`src/rtl/fir_result_serializer.sv`:
```
// fir_result_serializer: takes FIR result words over valid/ready and sends them MSB first, framed by ser_frame/ser_last.
// Optional build macro FIR_SER_PARITY_EN appends one even-parity bit per frame.
module fir_result_serializer #(
  parameter int DATA_W = 20
) (
  input  logic              clk,
  input  logic              rst,
  input  logic [DATA_W-1:0] in_data,
  input  logic              in_valid,
  output logic              in_ready,
  input  logic              ser_en,
  output logic              ser_out,
  output logic              ser_frame,
  output logic              ser_last,
  output logic              busy
);

  localparam int            CW       = $clog2(DATA_W + 1);
  localparam logic [CW-1:0] CNT_LAST = CW'(DATA_W - 1);

`ifdef FIR_SER_PARITY_EN
  typedef enum logic [1:0] {IDLE, SHIFT, PARITY} state_t;
`else
  typedef enum logic {IDLE, SHIFT} state_t;
`endif

  state_t            state_reg, state_next;
  logic [DATA_W-1:0] shift_reg, shift_next;
  logic [DATA_W-1:0] hold_reg, hold_next;
  logic              hold_full_reg, hold_full_next;
  logic [CW-1:0]     cnt_reg, cnt_next;
  logic              frame_end;
  logic              accept;
  logic              out_next, last_next;
`ifdef FIR_SER_PARITY_EN
  logic              par_reg, par_next;
`endif

  assign accept = in_valid && in_ready;

  always_comb begin
    state_next     = state_reg;
    shift_next     = shift_reg;
    hold_next      = hold_reg;
    hold_full_next = hold_full_reg;
    cnt_next       = cnt_reg;
    frame_end      = 1'b0;
`ifdef FIR_SER_PARITY_EN
    par_next       = par_reg;
`endif

    case (state_reg)
      IDLE: begin
        if (accept) begin
          state_next = SHIFT;
          shift_next = in_data;
          cnt_next   = '0;
`ifdef FIR_SER_PARITY_EN
          par_next   = ^in_data;
`endif
        end
      end
      SHIFT: begin
        if (ser_en) begin
          if (cnt_reg == CNT_LAST) begin
`ifdef FIR_SER_PARITY_EN
            state_next = PARITY;
`else
            frame_end  = 1'b1;
`endif
          end else begin
            shift_next = shift_reg << 1;
            cnt_next   = cnt_reg + 1'b1;
          end
        end
      end
`ifdef FIR_SER_PARITY_EN
      PARITY: begin
        if (ser_en) frame_end = 1'b1;
      end
`endif
      default: state_next = IDLE;
    endcase

    // Frame boundary: the buffered word wins over a same-edge accept so order is preserved.
    if (frame_end) begin
      if (hold_full_reg) begin
        state_next     = SHIFT;
        shift_next     = hold_reg;
        cnt_next       = '0;
        hold_full_next = 1'b0;
`ifdef FIR_SER_PARITY_EN
        par_next       = ^hold_reg;
`endif
      end else if (accept) begin
        state_next = SHIFT;
        shift_next = in_data;
        cnt_next   = '0;
`ifdef FIR_SER_PARITY_EN
        par_next   = ^in_data;
`endif
      end else begin
        state_next = IDLE;
      end
    end else if (accept && state_reg != IDLE) begin
      hold_next      = in_data;
      hold_full_next = 1'b1;
    end

    out_next  = 1'b0;
    last_next = 1'b0;
    case (state_next)
      SHIFT: begin
        out_next = shift_next[DATA_W-1];
`ifndef FIR_SER_PARITY_EN
        last_next = (cnt_next == CNT_LAST);
`endif
      end
`ifdef FIR_SER_PARITY_EN
      PARITY: begin
        out_next  = par_next;
        last_next = 1'b1;
      end
`endif
      default: begin
        out_next  = 1'b0;
        last_next = 1'b0;
      end
    endcase
  end

  always_ff @(posedge clk or negedge rst) begin
    if (!rst) begin
      state_reg     <= IDLE;
      shift_reg     <= '0;
      hold_reg      <= '0;
      hold_full_reg <= 1'b0;
      cnt_reg       <= '0;
`ifdef FIR_SER_PARITY_EN
      par_reg       <= 1'b0;
`endif
      in_ready      <= 1'b1;
      busy          <= 1'b0;
      ser_out       <= 1'b0;
      ser_frame     <= 1'b0;
      ser_last      <= 1'b0;
    end else begin
      state_reg     <= state_next;
      shift_reg     <= shift_next;
      hold_reg      <= hold_next;
      hold_full_reg <= hold_full_next;
      cnt_reg       <= cnt_next;
`ifdef FIR_SER_PARITY_EN
      par_reg       <= par_next;
`endif
      // Outputs are registered from next-state values so they line up with the state they describe.
      in_ready      <= !hold_full_next;
      busy          <= (state_next != IDLE) || hold_full_next;
      ser_out       <= out_next;
      ser_frame     <= (state_next != IDLE);
      ser_last      <= last_next;
    end
  end

endmodule

```
`config.mk`:
```
export PLATFORM = sky130hd
export DESIGN_NAME = fir_result_serializer
export DESIGN_NICKNAME = d
export VERILOG_FILES = /design/src/rtl/fir_result_serializer.sv
export SDC_FILE = /design/constraint.sdc
export NUM_CORES = 1
export LEC_CHECK = 0
export CAP_MARGIN = 20
export CORE_AREA = 2 2 95 97
export CTS_CLUSTER_DIAMETER = 120
export DETAILED_ROUTE_END_ITERATION = 8
export DIE_AREA = 0 0 97 99
export PLACE_DENSITY = 0.63
export SYNTH_ARGS = -nofsm -noshare
export SYNTH_HDL_FRONTEND = slang
export SYNTH_SLANG_ARGS = --single-unit
```
`constraint.sdc`:
```
create_clock -name clk -period 4.5 [get_ports clk]
set_clock_uncertainty 0.2 [all_clocks]
set_input_delay 0.9 -clock clk [delete_from_list [all_inputs] [get_ports clk]]
set_output_delay 0.9 -clock clk [all_outputs]
set_load 0.01 [all_outputs]
```
==> results <==
- The overall routing resource usage is 15.2%.
- The net count after synthesis is 308.
- In this run, distinct cell masters in the synthesized netlist total 48.
- The via count of the first global-routing pass is 2364.
- The number of filler cells placed in the layout is 821.
- Summed over all layers, the global routing overflow is 0.
- Yosys attributes the largest share of cell area to sky130_fd_sc_hd__dfrtp_1 (42%), sky130_fd_sc_hd__mux2_4 (8.5%), sky130_fd_sc_hd__mux2i_1 (7.0%).
- The via count is 2248.
- The count of antenna diodes in the layout is 0.
- Once the clock tree was built, the setup fixing pass inserted 0 buffers.
- For the worst-skew pair, the clock arrives at the later sink with an insertion delay of 310 ps.
- The multiplexer area fraction after synthesis is 17.0%.
- The die outline area is 9600 um2.
- The share of synthesized registers carrying an async set or reset is 100%.
- For this design the static power due to leakage is 1.51 nW.
- The cell area power density is 636 nW/um2.
- The weighted congestion reported at the end of routability-driven placement is 0.779.
- The chip width is 97 um.
- The max-cap check violation count is 0.
- The synthesized design contains 0 enable-type register cells.
- The post-detailed-route count of antenna-violating nets is 0.
- The endpoint required time on the critical path is 4500 ps.
- The simple-gate share of the synthesized area is 17.2%.
- The complex-gate fraction of the synthesized area is 17.2%.
- Compared with the post-synthesis result, the final layout area differs by 14.7%.
- The flow ran to the end, and the final reports show no timing, DRC or antenna violations.
- The vertical die dimension is 99 um.
- STA classifies the critical path startpoint as a primary input.
- Setup slack on the critical path of the routed design comes to 1370 ps.
- The number of antenna violations at the first check in global routing came to 0.
- The total of buffers placed on input and output ports is 28.
- The adder-cell share of the synthesized area is 0.417%.
- CTS built an H-tree with a depth of 2.
- The mean instance size in the synthesized netlist is 10.6 um2.
- The first global-routing pass estimated 11900 um of wire.
- The slew at the pin with the worst max-slew slack is 890 ps.
- In this run, post-CTS hold repair placed 0 buffers.
- The post-route cell area is 3440 um2.
- The area share of the largest cell type after synthesis is 41.7%.
- The clock drives 51 sinks.
- The main combinational cell family by area after synthesis is compound AO/OA/AOI/OAI gates.
- In the routed design, unresolved DRC markers number 0.
- The critical path in this run is classified as in -> reg.
- The biggest area contributor in the post-synthesis netlist is sky130_fd_sc_hd__dfrtp_1.
- For this configuration, the core starts out at a cell density of 35.1%.
- Sequential elements use 42.6% of the synthesized area.
- sky130_fd_sc_hd__dfrtp_1 is the most common cell in the netlist.
- Once the clock tree was built, the resizer swapped 0 gates to a different size.
- The number of vias per cell is 5.48.
- In this run, the number of DRC markers left after iteration 0 of detailed routing was 93.
- At the placement stage, the worst setup path has a slack of 1050 ps.
- After routing, the total negative slack on setup checks comes to 0 ps.
- Wires add up to 6940 um.
- The number of top-level pins is 29.
- The longest clock path from root to sink contains 2 buffers.
- The path category of the worst min-delay check is reg -> reg.
- The final critical delay including setup and external delays is 3130 ps.
- The biggest fanout along the worst timing path is 22.
- Setup violations remaining at the end of the flow were counted as 0.
- The fraction of layout instances using a drive strength above 1 is 16.9%.
- Counting instances in the post-synthesis netlist gives the leading cell types as sky130_fd_sc_hd__dfrtp_1 (50), sky130_fd_sc_hd__nand2_1 (45), sky130_fd_sc_hd__mux2i_1 (21), sky130_fd_sc_hd__a211oi_1 (20), sky130_fd_sc_hd__and3_1 (20).
- The max-slew violation count is 0.
- Entering global routing, the biggest net connects 52 pins.
- After clock tree synthesis, the clock-pin slew on the worst setup and hold paths is 90 ps.
- For this run, the top clock speed supported by timing is 319 MHz.
- In the finished design, the share of the clock period the worst path needs comes to 69.6%.
- The detailed-router iteration count before antenna repair is 4.
- The post-layout net count is 326.
- The number of clock buffers inserted by TritonCTS is 5.
- Once placement finished, the instance area stood at 3320 um2.
- Traced cell by cell, the critical path runs through clkdlybuf4s50_1 -> buf_4 -> nand2_1 -> nor2_4 -> mux2_2.
- The buffer cell driving the clock tree root is sky130_fd_sc_hd__clkbuf_8.
- After floorplanning, the core was sized to cover 8550 um2.
- The final count of hold timing violations is 0.
- Row generation in the floorplan step produced 34 rows.
- Among all flip-flop cells after synthesis, the most frequent one is sky130_fd_sc_hd__dfrtp_1.
- The register bit count reported by yosys is 51.
- The master of the slowest instance on the critical path is sky130_fd_sc_hd__nor2_4.
- Setup repair after global routing left no endpoint under its margin.
- The maximum vdd drop is 269 uV.
- The CTS tree is done.
- At the worst endpoint, the arrival time is 3140 ps.
- The total of warnings raised by yosys is 0.
- The detailed placer's ending HPWL is 4350 um.
- STA classifies the critical path endpoint as a flip-flop.
- The mean routed wirelength per cell is 16.9 um.
- The critical path's largest stage delay is 800 ps.
- The max-slew headroom at the worst pin is 40.5%.
- The cell area after technology mapping is 3000 um2.
- Of the total synthesized cell area, the portion taken by XOR and XNOR cells is 0.584%.
- The number of cells produced by synthesis is 283.
==> metal layers <==
layer | share of wire, % | GRT usage [%]
met1 | 49 | 20.3
met4 | 0.98 | 4.55
met3 | 3.0 | 2.98
met2 | 47 | 25.2
met5 | 0 | 0
==> power by group <==
part	leakage (nW)	switching (mW)	internal, mW
Sequential	0.614	0.187	0.678
Combinational	0.835	0.443	0.541
Clock	0.0612	0.159	0.180
==> cell families after synthesis <==
group	after synthesis
DFF	51
and+or+nand+nor	93
buffers and inverters	26
AOI/OAI and AO/OA	68
muxes	42
xor gates and xnor gates	2
adders and majority gates	1
==> final cells by class <==
cell class	instances	area, um2	share of cell area (%)
clock buffers	6	82.6	2.40
repair buffers	36	335	9.74
flip-flops and latches	51	1280	37.1
inverters	1	3.75	0.109
well taps	108	135	3.93
multi-input cells	206	1570	45.7
clock inverters	2	35.0	1.02
==> worst paths after layout <==
check | start | to | slack, ps | cells past startpoint
worst min-delay path | hold_reg[5]$_DFFE_PN0P_ | hold_reg[5]$_DFFE_PN0P_ | 310 | 1
min in group asynchronous | rst | shift_reg[7]$_DFF_PN0_ | 500 | 2
max in group asynchronous | rst | shift_reg[16]$_DFF_PN0_ | 3170 | 2
worst min register to register | hold_reg[5]$_DFFE_PN0P_ | hold_reg[5]$_DFFE_PN0P_ | 310 | 1
worst max register to register | in_ready$_DFF_PN1_ | hold_reg[6]$_DFFE_PN0P_ | 1840 | 3
worst max-delay path | in_valid | hold_reg[6]$_DFFE_PN0P_ | 1370 | 5
==> metrics by stage <==
step	instances	hold WS [ps]	power, mW	util [%]
after floorplan	283	258	1.64	-
after global placement	402	272	1.82	38.9
after detailed placement	402	290	1.86	38.9
after CTS	410	312	2.21	40.3
after global routing	410	337	2.36	40.3
final	410	313	2.19	40.3
==> cells in the final DEF, fill, tap and decap left out, types with 2 or more instances in the layout <==
cell type,count
sky130_fd_sc_hd__clkbuf_8,6
sky130_fd_sc_hd__nor3_1,2
sky130_fd_sc_hd__a211oi_1,20
sky130_fd_sc_hd__dfrtp_1,50
sky130_fd_sc_hd__or3_1,3
sky130_fd_sc_hd__o21ai_1,16
sky130_fd_sc_hd__nor2_4,2
sky130_fd_sc_hd__a21oi_1,4
sky130_fd_sc_hd__nor2_1,5
sky130_fd_sc_hd__nand2_2,2
sky130_fd_sc_hd__nand2_1,45
sky130_fd_sc_hd__clkdlybuf4s50_1,27
sky130_fd_sc_hd__o21ai_0,2
sky130_fd_sc_hd__a311o_1,18
sky130_fd_sc_hd__and3_1,20
sky130_fd_sc_hd__mux2_2,3
sky130_fd_sc_hd__mux2_4,17
sky130_fd_sc_hd__mux2i_1,21
sky130_fd_sc_hd__buf_4,8
==> critical path: cells and delay by family <==
kind,cells,cell delay (ps)
buffers and inverters,2,700
AND/OR/NAND/NOR,2,1110
multiplexers,1,410
Note: power is estimated with default switching activity, not from simulation.
==> variant, RTL diff (same settings) <==
The parameter `DATA_W` goes from 20 to 24.
--- a/src/rtl/fir_result_serializer.sv
+++ b/src/rtl/fir_result_serializer.sv
@@ -3,3 +3,3 @@
 module fir_result_serializer #(
-  parameter int DATA_W = 20
+  parameter int DATA_W = 24
 ) (
Interface: changed (resized in_data); port bits go from 29 to 33. No check against the original RTL was run, so the function may have changed too.
==> variant against the unedited design <==
  * Sequential cell count rose by 8
  * Worst setup slack got worse by 23 ps
  * Area after synthesis increased by 19%
  * Synthesized cell count up 35%
  * Via count up 32%
  * Final cell count up 25%
  * Die area unchanged
  * Design area is 18% higher
  * Wire length is 26% higher
  * Critical endpoint is now hold_reg[20]
Power is not compared: it rests on default switching activity, and its combinational part moved more than twofold at a synthesized area within 25%.
==> variant: results (changes against the unedited design) <==
Run status
  – Status: finished clean

Routing
  – Drt pass-1 iters: 4 (unchanged)
  – Via-per-instance ratio: 5.820 (+6.1%)
  – Initial DRC count: 139 (+49%)
  – Overall routed net length: 8.728 mm (+26%)
  – Wire length per cell: 17.08 µm (+0.88%)

Clock network
  – Worst-Skew Late Latency: 340 ps (+30 ps)
  – Clk buf depth: 2 (unchanged)
  – Clk pin slew, worst setup/hold paths: 70 ps (-20 ps)
  – Post-cts resize count: 0 (unchanged)
  – Setup bufs post-CTS: 0 (unchanged)
  – CTS Root Cell: clkbuf_8
  – CTS buffer count: 9 (+4)
  – H-tree depth: 3 (+1)

Yosys
  – Area contributors post-synth: dfrtp_1 41%, o21ai_0 9.6%, mux2_4 7.6%, a21bo_2 6.5%, nand2_1 5.3%
  – Distinct cells, synth: 46 (-4.2%)
  – Syn nets: 412 (+34%)
  – Sequential share of the synthesized area: 41.51% (-1.0 points)
  – Main synth FF type: dfrtp_1
  – Syn_area_per_cell: 9.294 µm² (-12%)
  – FFs w/ async S/R, synth: 100.0% (unchanged)
  – Yosys top cell area share: 40.77% (-0.91 points)
  – Syn. warnings: 0 (unchanged)
  – Most instantiated cells after synthesis: 68 x o21ai_0, 58 x dfrtp_1, 50 x nand2_1

Timing
  – Slew @ Worst Pin: 861.3 ps (-28.43 ps)
  – Fmax: 0.3169 GHz (-0.72%)

Setup path
  – CP top delay family: buffers and inverters
  – CP arrival: 3180 ps (+40 ps)
  – Setup crit start: in_valid
  – Crit Reg-Reg Startpoint: in_ready
  – CP max stage delay: 720 ps (-80 ps)
  – CP max-delay cell: clkdlybuf4s50_1
  – Crit Path Max Fanout: 26 (+18%)

GRT
  – Vias in the first global route: 2963 (+25%)
  – Total Routing Usage GR: 19.41% (+4.2 points)
  – First-pass GRT wire length: 15.04 mm (+26%)
  – Initial antenna violation count: 0 (unchanged)
  – Largest net degree at the start of global routing: 52 (unchanged)

Placed design
  – Gpl congestion: 0.8781 (+13%)
  – Dpl hpwl: 5.199 mm (+20%)
  – Port bufs: 32 (+14%)
  – Placed cells: 496 (+23%)

Final layout
  – Diodes inserted: 0 (unchanged)
  – # fillers: 830 (+1.1%)
  – Share of cells above drive strength 1: 19.35% (+2.5 points)
  – Layout net count: 428 (+31%)

Min path
  – Hold crit path type: reg2reg
  – Min-delay src: hold_reg[17]

Pwr
  – Leak Pwr: ~1.7 nW
  – Max rail drop VDD: roughly 0.12 mV
-- variant: per-layer routing --
layer | GRT usage, % | wire length, µm | up-vias
met1 | 27.27 | 4169 | 1456
met2 | 28.26 | 4043 | 76
met4 | 8.992 | 129 | 0
li1 | - | - | 1432
met3 | 4.752 | 385 | 10
met5 | 0 | 0 | -
-- variant: cell type report --
class,count,area share (%)
flip-flops and latches,59,36.34
clock buffers,12,3.569
multi-input cells,285,46.71
clock inverters,3,0.3692
well taps,108,3.323
inverters,3,0.2769
repair buffers,41,9.415
-- variant: worst reg2reg max path, stage by stage (launching register included) --
cell and delay [ps]:
dfstp_2 910, nand2_1 610, or2_1 400, buf_4 280, mux2_4 360
-- variant: cells by family (layout without fill, tap and decap cells) --
| kind of cell | after synthesis | in the layout | synth area share [%] |
|---|---|---|---|
| AO/OA/AOI/OAI | 141 | 141 | 26.68 |
| XOR/XNOR | 2 | 2 | 0.4922 |
| adder cells (fa/ha/maj) | 1 | 1 | 0.3514 |
| buffers and inverters | 39 | 59 | 5.132 |
| flip-flops | 59 | 59 | 41.51 |
| multiplexers | 25 | 25 | 9.771 |
| AND/OR/NAND/NOR | 116 | 116 | 16.06 |
-- variant: worst paths after layout --
| kind | slack, ps | depth (start not counted) | to |
|---|---|---|---|
| worst max-delay path | 1340 | 5 | hold_reg[20] |
| worst min-delay path | 300 | 1 | hold_reg[17] |
| worst max register to register | 1640 | 4 | hold_reg[20] |
| worst min register to register | 300 | 1 | hold_reg[17] |
| max in group asynchronous | 2840 | 2 | in_ready |
| min in group asynchronous | 370 | 1 | ser_last |
-- variant: metrics by stage --
step / setup slack (ps) / util (%) / hold slack [ps] / area [µm²]
floorplan: 2180 / - / 279.7 / 3560
global placement: 1018 / 45.68 / 287.5 / 3906
detailed placement: 989.0 / 45.68 / 291.5 / 3906
CTS: 1358 / 47.56 / 307.6 / 4066
global route: 1072 / 47.56 / 323.3 / 4066
finish: 1344 / 47.56 / 304.9 / 4066
-- variant: power breakdown --
group	switching [W]	total [W]	internal, W
logic	0.0000988	0.000217	0.000119
clock network	0.000210	0.000419	0.000209
registers	0.0000495	0.000630	0.000580
total	0.000359	0.00127	0.000908
